**src/rtl/bsg_rr3_locking_arb_if.sv**
```systemverilog
// Handshake bundle between three requesters, the arbiter and its downstream consumer.
// The slave modport is the arbiter's view; master is the environment's view.
interface bsg_rr3_locking_arb_if #(
    parameter int width_p = 4
);
    logic [2:0]           v_i;
    logic [3*width_p-1:0] data_i;
    logic [2:0]           last_i;
    logic [2:0]           ready_o;
    logic                 v_o;
    logic [width_p-1:0]   data_o;
    logic                 last_o;
    logic [1:0]           src_o;
    logic                 ready_i;
    logic                 idle_o;

    modport slave (
        input  v_i, data_i, last_i, ready_i,
        output ready_o, v_o, data_o, last_o, src_o, idle_o
    );

    modport master (
        output v_i, data_i, last_i, ready_i,
        input  ready_o, v_o, data_o, last_o, src_o, idle_o
    );
endinterface

```
**src/rtl/bsg_rr3_locking_arb.sv**
```systemverilog
// Three-way round-robin arbiter with optional packet locking, driving one registered
// output slot. The grant is held on the packet owner until its last beat when lock_p=1.
module bsg_rr3_locking_arb #(
    parameter int width_p = 4,
    parameter bit lock_p  = 1'b1
) (
    input  logic                 clk_i,
    input  logic                 reset_n_i,
    bsg_rr3_locking_arb_if.slave io
);

    typedef enum logic {IDLE, LOCKED} state_e;

    state_e             state_q, state_d;
    logic [1:0]         owner_q, owner_d;
    logic [1:0]         ptr_q, ptr_d;
    logic               v_q, v_d;
    logic [width_p-1:0] data_q, data_d;
    logic               last_q, last_d;
    logic [1:0]         src_q, src_d;

    logic               space;
    logic [2:0]         gnt;
    logic [2:0]         ready;
    logic               accept;
    logic [1:0]         sel;
    logic               sel_last;
    logic [width_p-1:0] sel_data;

    function automatic logic [1:0] wrap_inc(input logic [1:0] p);
        return (p == 2'd2) ? 2'd0 : p + 2'd1;
    endfunction

    assign space = ~v_q | io.ready_i;

    // Search starts one past the last packet's owner so each requester waits at most two grants.
    always_comb begin
        logic [1:0] cand;
        logic       found;
        gnt   = 3'b000;
        cand  = wrap_inc(ptr_q);
        found = 1'b0;
        if (state_q == LOCKED) begin
            gnt[owner_q] = 1'b1;
        end else begin
            for (int i = 0; i < 3; i++) begin
                if (!found && io.v_i[cand]) begin
                    gnt[cand] = 1'b1;
                    found     = 1'b1;
                end
                cand = wrap_inc(cand);
            end
        end
    end

    // Ready is forced low during reset so no beat can be consumed while state is being cleared.
    assign ready  = gnt & {3{space & reset_n_i}};
    assign accept = |(io.v_i & ready);
    assign sel    = gnt[2] ? 2'd2 : (gnt[1] ? 2'd1 : 2'd0);

    always_comb begin
        case (sel)
            2'd1:    sel_data = io.data_i[width_p   +: width_p];
            2'd2:    sel_data = io.data_i[2*width_p +: width_p];
            default: sel_data = io.data_i[0         +: width_p];
        endcase
        sel_last = io.last_i[sel];
    end

    always_comb begin
        v_d     = v_q;
        data_d  = data_q;
        last_d  = last_q;
        src_d   = src_q;
        state_d = state_q;
        owner_d = owner_q;
        ptr_d   = ptr_q;
        if (accept) begin
            v_d    = 1'b1;
            data_d = sel_data;
            last_d = sel_last;
            src_d  = sel;
            if (lock_p) begin
                if (state_q == IDLE && !sel_last) begin
                    state_d = LOCKED;
                    owner_d = sel;
                end else if (state_q == LOCKED && sel_last) begin
                    state_d = IDLE;
                end
            end
            // The pointer only moves when a grant ends, so mid-packet beats do not shift priority.
            if (sel_last || !lock_p) begin
                ptr_d = sel;
            end
        end else if (io.ready_i) begin
            v_d = 1'b0;
        end
    end

    always_ff @(posedge clk_i or negedge reset_n_i) begin
        if (!reset_n_i) begin
            state_q <= IDLE;
            owner_q <= 2'd0;
            ptr_q   <= 2'd2;
            v_q     <= 1'b0;
            data_q  <= '0;
            last_q  <= 1'b0;
            src_q   <= 2'd0;
        end else begin
            state_q <= state_d;
            owner_q <= owner_d;
            ptr_q   <= ptr_d;
            v_q     <= v_d;
            data_q  <= data_d;
            last_q  <= last_d;
            src_q   <= src_d;
        end
    end

    assign io.ready_o = ready;
    assign io.v_o     = v_q;
    assign io.data_o  = data_q;
    assign io.last_o  = last_q;
    assign io.src_o   = src_q;
    assign io.idle_o  = ~(io.v_i[0] | io.v_i[1] | io.v_i[2]) & ~v_q & (state_q == IDLE);

    a_gnt_onehot: assert property (@(posedge clk_i) disable iff (!reset_n_i) $onehot0(gnt));
    a_src_range:  assert property (@(posedge clk_i) disable iff (!reset_n_i) src_q != 2'd3);
    a_v_stall:    assert property (@(posedge clk_i) disable iff (!reset_n_i)
                                   (v_q && !io.ready_i) |=> v_q);

endmodule
```
**src/flat_wrapper.sv**
```systemverilog
// flat-port wrapper written by rule: the top's interface ports become plain ports
module bsg_rr3_locking_arb_flat 
#(
    parameter int width_p = 4,
    parameter bit lock_p  = 1'b1
)
  (clk_i, reset_n_i, io_v_i, io_data_i, io_last_i, io_ready_i, io_ready_o, io_v_o, io_data_o, io_last_o, io_src_o, io_idle_o);
  bsg_rr3_locking_arb_if #(.width_p(width_p)) io_i ();
  input  logic clk_i;
  input  logic reset_n_i;
  input wire logic [$bits(io_i.v_i)-1:0] io_v_i;
  input wire logic [$bits(io_i.data_i)-1:0] io_data_i;
  input wire logic [$bits(io_i.last_i)-1:0] io_last_i;
  input wire logic [$bits(io_i.ready_i)-1:0] io_ready_i;
  output wire logic [$bits(io_i.ready_o)-1:0] io_ready_o;
  output wire logic [$bits(io_i.v_o)-1:0] io_v_o;
  output wire logic [$bits(io_i.data_o)-1:0] io_data_o;
  output wire logic [$bits(io_i.last_o)-1:0] io_last_o;
  output wire logic [$bits(io_i.src_o)-1:0] io_src_o;
  output wire logic [$bits(io_i.idle_o)-1:0] io_idle_o;
  assign io_i.v_i = io_v_i;
  assign io_i.data_i = io_data_i;
  assign io_i.last_i = io_last_i;
  assign io_i.ready_i = io_ready_i;
  assign io_ready_o = io_i.ready_o;
  assign io_v_o = io_i.v_o;
  assign io_data_o = io_i.data_o;
  assign io_last_o = io_i.last_o;
  assign io_src_o = io_i.src_o;
  assign io_idle_o = io_i.idle_o;
  bsg_rr3_locking_arb #(.width_p(width_p), .lock_p(lock_p)) u_core (.clk_i(clk_i), .reset_n_i(reset_n_i), .io(io_i));
endmodule
```
**config.mk**
```make
export PLATFORM = sky130hd
export DESIGN_NAME = bsg_rr3_locking_arb_flat
export DESIGN_NICKNAME = d
export VERILOG_FILES = /design/src/rtl/bsg_rr3_locking_arb_if.sv /design/src/rtl/bsg_rr3_locking_arb.sv /design/src/flat_wrapper.sv
export SDC_FILE = /design/constraint.sdc
export NUM_CORES = 1
export LEC_CHECK = 0
export CORE_MARGIN = 5
export CORE_UTILIZATION = 44
export CTS_BUF_LIST = sky130_fd_sc_hd__clkbuf_4 sky130_fd_sc_hd__clkbuf_8
export CTS_CLUSTER_SIZE = 16
export DETAILED_ROUTE_END_ITERATION = 7
export GPL_TIMING_DRIVEN = 1
export PLACE_DENSITY = 0.93
export SLEW_MARGIN = 20
export SYNTH_ARGS = -nofsm -noshare
export SYNTH_HDL_FRONTEND = slang
export SYNTH_SLANG_ARGS = --single-unit
```
**constraint.sdc**
```tcl
create_clock -name clk_i -period 3.7 [get_ports clk_i]
set_clock_uncertainty 0.15 [all_clocks]
set_input_delay 0.37 -clock clk_i [delete_from_list [all_inputs] [get_ports clk_i]]
set_output_delay 0.37 -clock clk_i [all_outputs]
set_load 0.02 [all_outputs]
```
==> flow_metrics.tcl, run 1 <==
set metrics [dict create \
    run_status "completed" \
    fin_crit_sh_pct 84.4 \
    ff_latch_area_um2 327 \
    stdcell_area_um2 1220 \
    ys_ff_latch 13 \
    clk_latency_ns 0.27 \
    rows 15 \
    ys_seq_area_share_pct 39.2 \
    multi_input_comb_area_um2 462 \
    netlist_area_um2 832 \
    h-tree-depth 1 \
    nFillCells 147 \
    core_area_um2 1760 \
    setup_ws_ns 0.577 \
    power_mw 0.924 \
    synth-main-ff-cell "dfrtp_1" \
    hold_class "in2async" \
    antenna_found_initial 0 \
    totalNegativeSetupSlack_ns 0 \
    die-area_um2 2860 \
    path_clk_slew_ns 0.08 \
    cts.sinks 13 \
    fin_util_pct 69.1 \
    synth_top_area_share_pct 36.1 \
    vdd_drop_max_mv 0.419 \
    drt_first_iter_violations 10 \
    yosysMostFrequentCell "dfrtp_1" \
    whs_ns 0.243 \
    max_freq_mhz 320 \
    maxCapViolCount 0 \
    fin_nets 143 \
    grt_overflow 0 \
    post_dp_cell_area_um2 1190 \
    area_growth_pct 46.5 \
    place_inst 141 \
    yosysWarnings 0 \
    grt_max_degree 15 \
    setup_viol 0 \
    synth_commonest_cells "12 x dfrtp_1, 10 x o21ai_0, 9 x mux2_2, 6 x a22oi_1, 5 x inv_1" \
    async_flop_share_pct 100 \
    root_buffer "clkbuf_4" \
    numCtsBuffers 3 \
    die_w_um 53.5 \
    cp_max_fo 11 \
    ioPinCount 33 \
    cts_tree "yes" \
    slew_viol_final 0 \
    routed_via_density 5.61 \
    hpwl_um 1660 \
    vias 814 \
    gp_congestion 0.811 \
    post-place-ws_ns 0.468 \
    port_buffers 32 \
    rsz0062_at_grt "no" \
    grt_pass1_wl_um 3770 \
    layoutNonFillerInstCount 145 \
    path_class "in2out" \
    slew-limit-headroom_pct 58.7 \
    firstDrtPassIters 4 \
    post_cts_buffers 0 \
    grt_use_total_pct 18.3 \
    ant_nets 0 \
    tightest_slew_ns 0.620 \
    worst_r2r_path_depth 8 \
    p_leak_nw 0.502 \
    syn_avg_cell_area_um2 9.91 \
    synth_edf_count 0 \
    synth_cell_type_count 32 \
    crit_required_ns 3.18 \
    syn-num-nets 106 \
    cts_buffer_depth 2 \
    syn_inst 84 \
    wl_um 2120 \
    final_layout_size_suffix_gt1_share_pct 20.8 \
    yosysTopAreaCell "dfrtp_1" \
    cts_resized 0 \
    arrival_ns 2.60 \
    initial_core_util_pct 47.2 \
    grt_pass1_vias 864 \
    finalCriticalPeriod_ns 3.12 \
    hold_viol_final 0 \
    die_h_um 53.5 \
    endpoint_kind "output pin" \
    postCtsHoldBufs 0 \
    p_per_area_nw_per_um2 758 \
    wl_per_cell_um 14.6 \
    ys_top_cells_by_area "dfrtp_1 36%, mux2_2 12%, o21ai_0 6.0%" \
    drcViolationCount 0 \
    critPathLaunchType "primary input" \
    num_antenna_cells 0 \
]
final cells by class:
class	instances	area share, %
Clock buffer	4	2.46
Inverter	5	1.54
Multi-Input combinational cell	62	37.9
Sequential cell	13	26.8
Tap cell	25	2.57
Timing Repair Buffer	36	28.7
registers in the layout, summed over array words and instances, names as in the netlist:
signal            count
u_core.io.data_o      4
u_core.io.last_o      1
u_core.io.src_o       2
u_core.io.v_o         1
u_core.owner_q        2
u_core.ptr_q          2
u_core.state_q        1
placed cells by master, fill, tap and decap left out, types with 2 or more instances in the layout:
| master | instances |
|---|---|
| a222oi_1 | 2 |
| a22oi_1 | 6 |
| and2b_1 | 2 |
| buf_4 | 4 |
| clkbuf_4 | 4 |
| clkdlybuf4s50_1 | 32 |
| dfrtp_1 | 12 |
| inv_1 | 5 |
| mux2_2 | 9 |
| nand2_1 | 4 |
| nand2b_1 | 4 |
| nand3b_1 | 2 |
| nor2b_1 | 3 |
| nor3_1 | 2 |
| o21ai_0 | 10 |
| or2_2 | 2 |
| or3b_2 | 2 |
per-layer routing:
layer	global-route usage (%)	up-vias	share of wire, %
li1	-	379	-
met5	0	-	0
met4	9.36	0	2.5
met2	31.6	42	49
met3	4.79	6	9.0
met1	20.2	387	40
logic make-up after synthesis:
| logic type | share of synthesized area, % |
|---|---|
| and+or+nand+nor | 23.0 |
| AOI/OAI and AO/OA | 18.8 |
| DFF | 39.2 |
| buffers and inverters | 5.26 |
| muxes | 12.2 |
| adders and majority gates | 1.50 |
where the power goes:
group,switching [mW],internal [mW]
Combinational,0.269,0.288
Clock,0.0453,0.0491
Sequential,0.0591,0.214
Total,0.373,0.551
worst max-delay path, stage by stage:
cell and delay [ns]:
clkdlybuf4s50_1 0.56, or3b_2 0.46, o211ai_1 0.17, buf_4 0.20, nor2b_1 0.20, clkdlybuf4s50_1 0.64
final timing paths:
kind	slack [ns]	from	end
worst max-delay path	0.58	io_v_i[1]	io_ready_o[1]
worst min-delay path	0.24	reset_n_i	u_core.io.data_o[1]
worst max register to register	0.84	u_core.state_q	u_core.state_q
worst min register to register	0.37	u_core.io.data_o[1]	u_core.io.data_o[1]
max in group asynchronous	2.92	reset_n_i	u_core.ptr_q[1]
min in group clk_i	0.37	u_core.io.data_o[1]	u_core.io.data_o[1]
No activity file was read; power rests on OpenSTA's default activity.
==> run 2: changes to the inputs <==
- CORE_UTILIZATION: 44 -> 40
- PLACE_DENSITY: 0.93 -> 0.9
- clock period: 3.7 -> 2.8 ns (I/O delays scaled with it)
==> run 2 against run 1 <==
Sequential power rose by 29%; hold slack got worse by 0.062 ns; sequential share of layout area fell by 1.7 points; core utilization fell by 3.2 points; total power rose by 42%; worst setup slack got worse by 0.45 ns; critical path depth rose by 2; first-iteration DRC count rose by 10%; largest cell class unchanged; largest power group unchanged; routed wire length rose by 7.5%; flip-flop and latch count did not move; highest routed layer unchanged; register-to-register slack got worse by 0.71 ns.
==> flow_metrics.tcl, run 2 (synthesis gave the netlist of run 1 again) <==
set metrics [dict create \
    drcViolationCount 0 \
    setup_ws_ns 0.129 \
    crit_family "simple AND/OR/NAND/NOR gates" \
    slew-limit-headroom_pct 32.6 \
    mostFrequentLayoutCell "clkdlybuf4s50_1" \
    grt_pass1_vias 873 \
    wl_per_cell_um 14.5 \
    path_clk_slew_ns 0.08 \
    fin_crit_sh_pct 95.4 \
    maxCapViolCount 0 \
    stdcell_area_um2 1310 \
    postCtsHoldBufs 0 \
    endpoint_kind "register" \
    numCtsBuffers 3 \
    cpMaxStageDelayCell "dfstp_2" \
    crit_required_ns 2.82 \
    p_leak_nw 0.570 \
    slew_viol_final 0 \
    worst-path-buf-inv 1 \
    h-tree-depth 1 \
    cts.sinks 13 \
    num_antenna_cells 0 \
    p_per_area_nw_per_um2 1000 \
    post-place-ws_ns -0.272 \
    initial_core_util_pct 42.0 \
    clk_latency_ns 0.28 \
    grt_overflow 0 \
    nFillCells 174 \
    cp_max_fo 4 \
    die-area_um2 3090 \
    hold_viol_final 0 \
    core_area_um2 1980 \
    max_freq_mhz 374 \
    vdd_drop_max_mv 0.572 \
    routed_via_density 5.21 \
    run_status "completed" \
    die_w_um 55.6 \
    area_growth_pct 57.0 \
    largest_reg_flops 4 \
    arrival_ns 2.69 \
    grt_max_degree 15 \
    gp_congestion 0.817 \
    hold_class "in2async" \
    antenna_found_initial 0 \
    fin_nets 153 \
    hpwl_um 1800 \
    cpPeakStageDelay_ns 0.57 \
    final_cell_mix "29 x clkdlybuf4s50_1, 14 x buf_4, 11 x dfrtp_1, 10 x o21ai_0, 8 x mux2_2" \
    grt_pass1_wl_um 3730 \
    grt_use_total_pct 15.0 \
    path_class "reg2reg" \
    cts_buffer_depth 2 \
    post_dp_cell_area_um2 1240 \
    ant_nets 0 \
    firstDrtPassIters 4 \
    path_cells "and2b_1 -> a222oi_1 -> buf_4 -> or3b_2 -> and2_1 -> ha_1 -> nor3_2 -> mux2_4" \
    drt_first_iter_violations 11 \
    vias 818 \
    port_buffers 32 \
    die_h_um 55.6 \
    setup_viol 0 \
    critPathLaunchType "register" \
    rsz0062_at_grt "no" \
    ioPinCount 33 \
    root_buffer "clkbuf_4" \
    cts_tree "yes" \
    rows 16 \
    tightest_slew_ns 1.01 \
    final_layout_size_suffix_gt1_share_pct 28.5 \
    finalCriticalPeriod_ns 2.67 \
    wl_um 2280 \
]
==> run 2: worst paths after layout <==
| check | startpoint | endpoint | slack [ns] | cells past startpoint |
|---|---|---|---|---|
| max | u_core.ptr_q[1] | u_core.state_q | 0.13 | 8 |
| min | reset_n_i | u_core.ptr_q[0] | 0.18 | 2 |
| max reg2reg | u_core.ptr_q[1] | u_core.state_q | 0.13 | 8 |
| min reg2reg | u_core.io.src_o[0] | u_core.io.src_o[0] | 0.37 | 2 |
| max in group asynchronous | reset_n_i | u_core.ptr_q[1] | 2.08 | 2 |
| min in group clk_i | io_v_i[1] | u_core.io.src_o[0] | 0.31 | 4 |
==> run 2: power breakdown <==
group          internal (mW)  leakage, nW  switching, mW
sequential             0.284        0.158         0.0667
clock                 0.0650       0.0184         0.0601
combinational          0.445        0.394          0.387
total                  0.794        0.570          0.514
==> run 2: area by class of cell <==
| type | instances | area [um2] | share of cell area (%) |
|---|---|---|---|
| Clock buffer | 4 | 30.0 | 2.30 |
| Inverter | 5 | 18.8 | 1.44 |
| Multi-Input combinational cell | 62 | 470 | 36.0 |
| Sequential cell | 13 | 328 | 25.1 |
| Tap cell | 27 | 33.8 | 2.59 |
| Timing Repair Buffer | 46 | 425 | 32.6 |
==> run 2: what timing repair did <==
item,in CTS,in global routing
buffers inserted,2,2
setup endpoints to repair,2,1
pin swaps,2,2
gates resized for setup,4,2
==> run 2: metal layers <==
metal | wire [um] | GRT usage [%] | vias up
met5 | 0 | 0 | -
met4 | 19 | 5.21 | 0
met3 | 176 | 5.34 | 2
met2 | 1200 | 26.7 | 33
met1 | 888 | 16.3 | 383
li1 | - | - | 400
==> run 2: per-stage QoR <==
step | hold slack (ns) | TNS, ns | instances | power (mW) | utilization, %
floorplan | -0.166 | 0 | 84 | 0.811 | -
global placement | 0.338 | -0.608 | 149 | 1.10 | 62.4
detailed placement | 0.351 | -1.42 | 149 | 1.13 | 62.4
CTS | 0.188 | 0 | 155 | 1.29 | 64.8
global route | 0.216 | 0 | 157 | 1.40 | 65.9
finish | 0.181 | 0 | 157 | 1.31 | 65.9
==> run 3: changes to the inputs <==
- TNS_END_PERCENT: default -> 30
==> results of run 3 <==
Same layout as run 2: the final DEF is identical, and so are final timing and power.
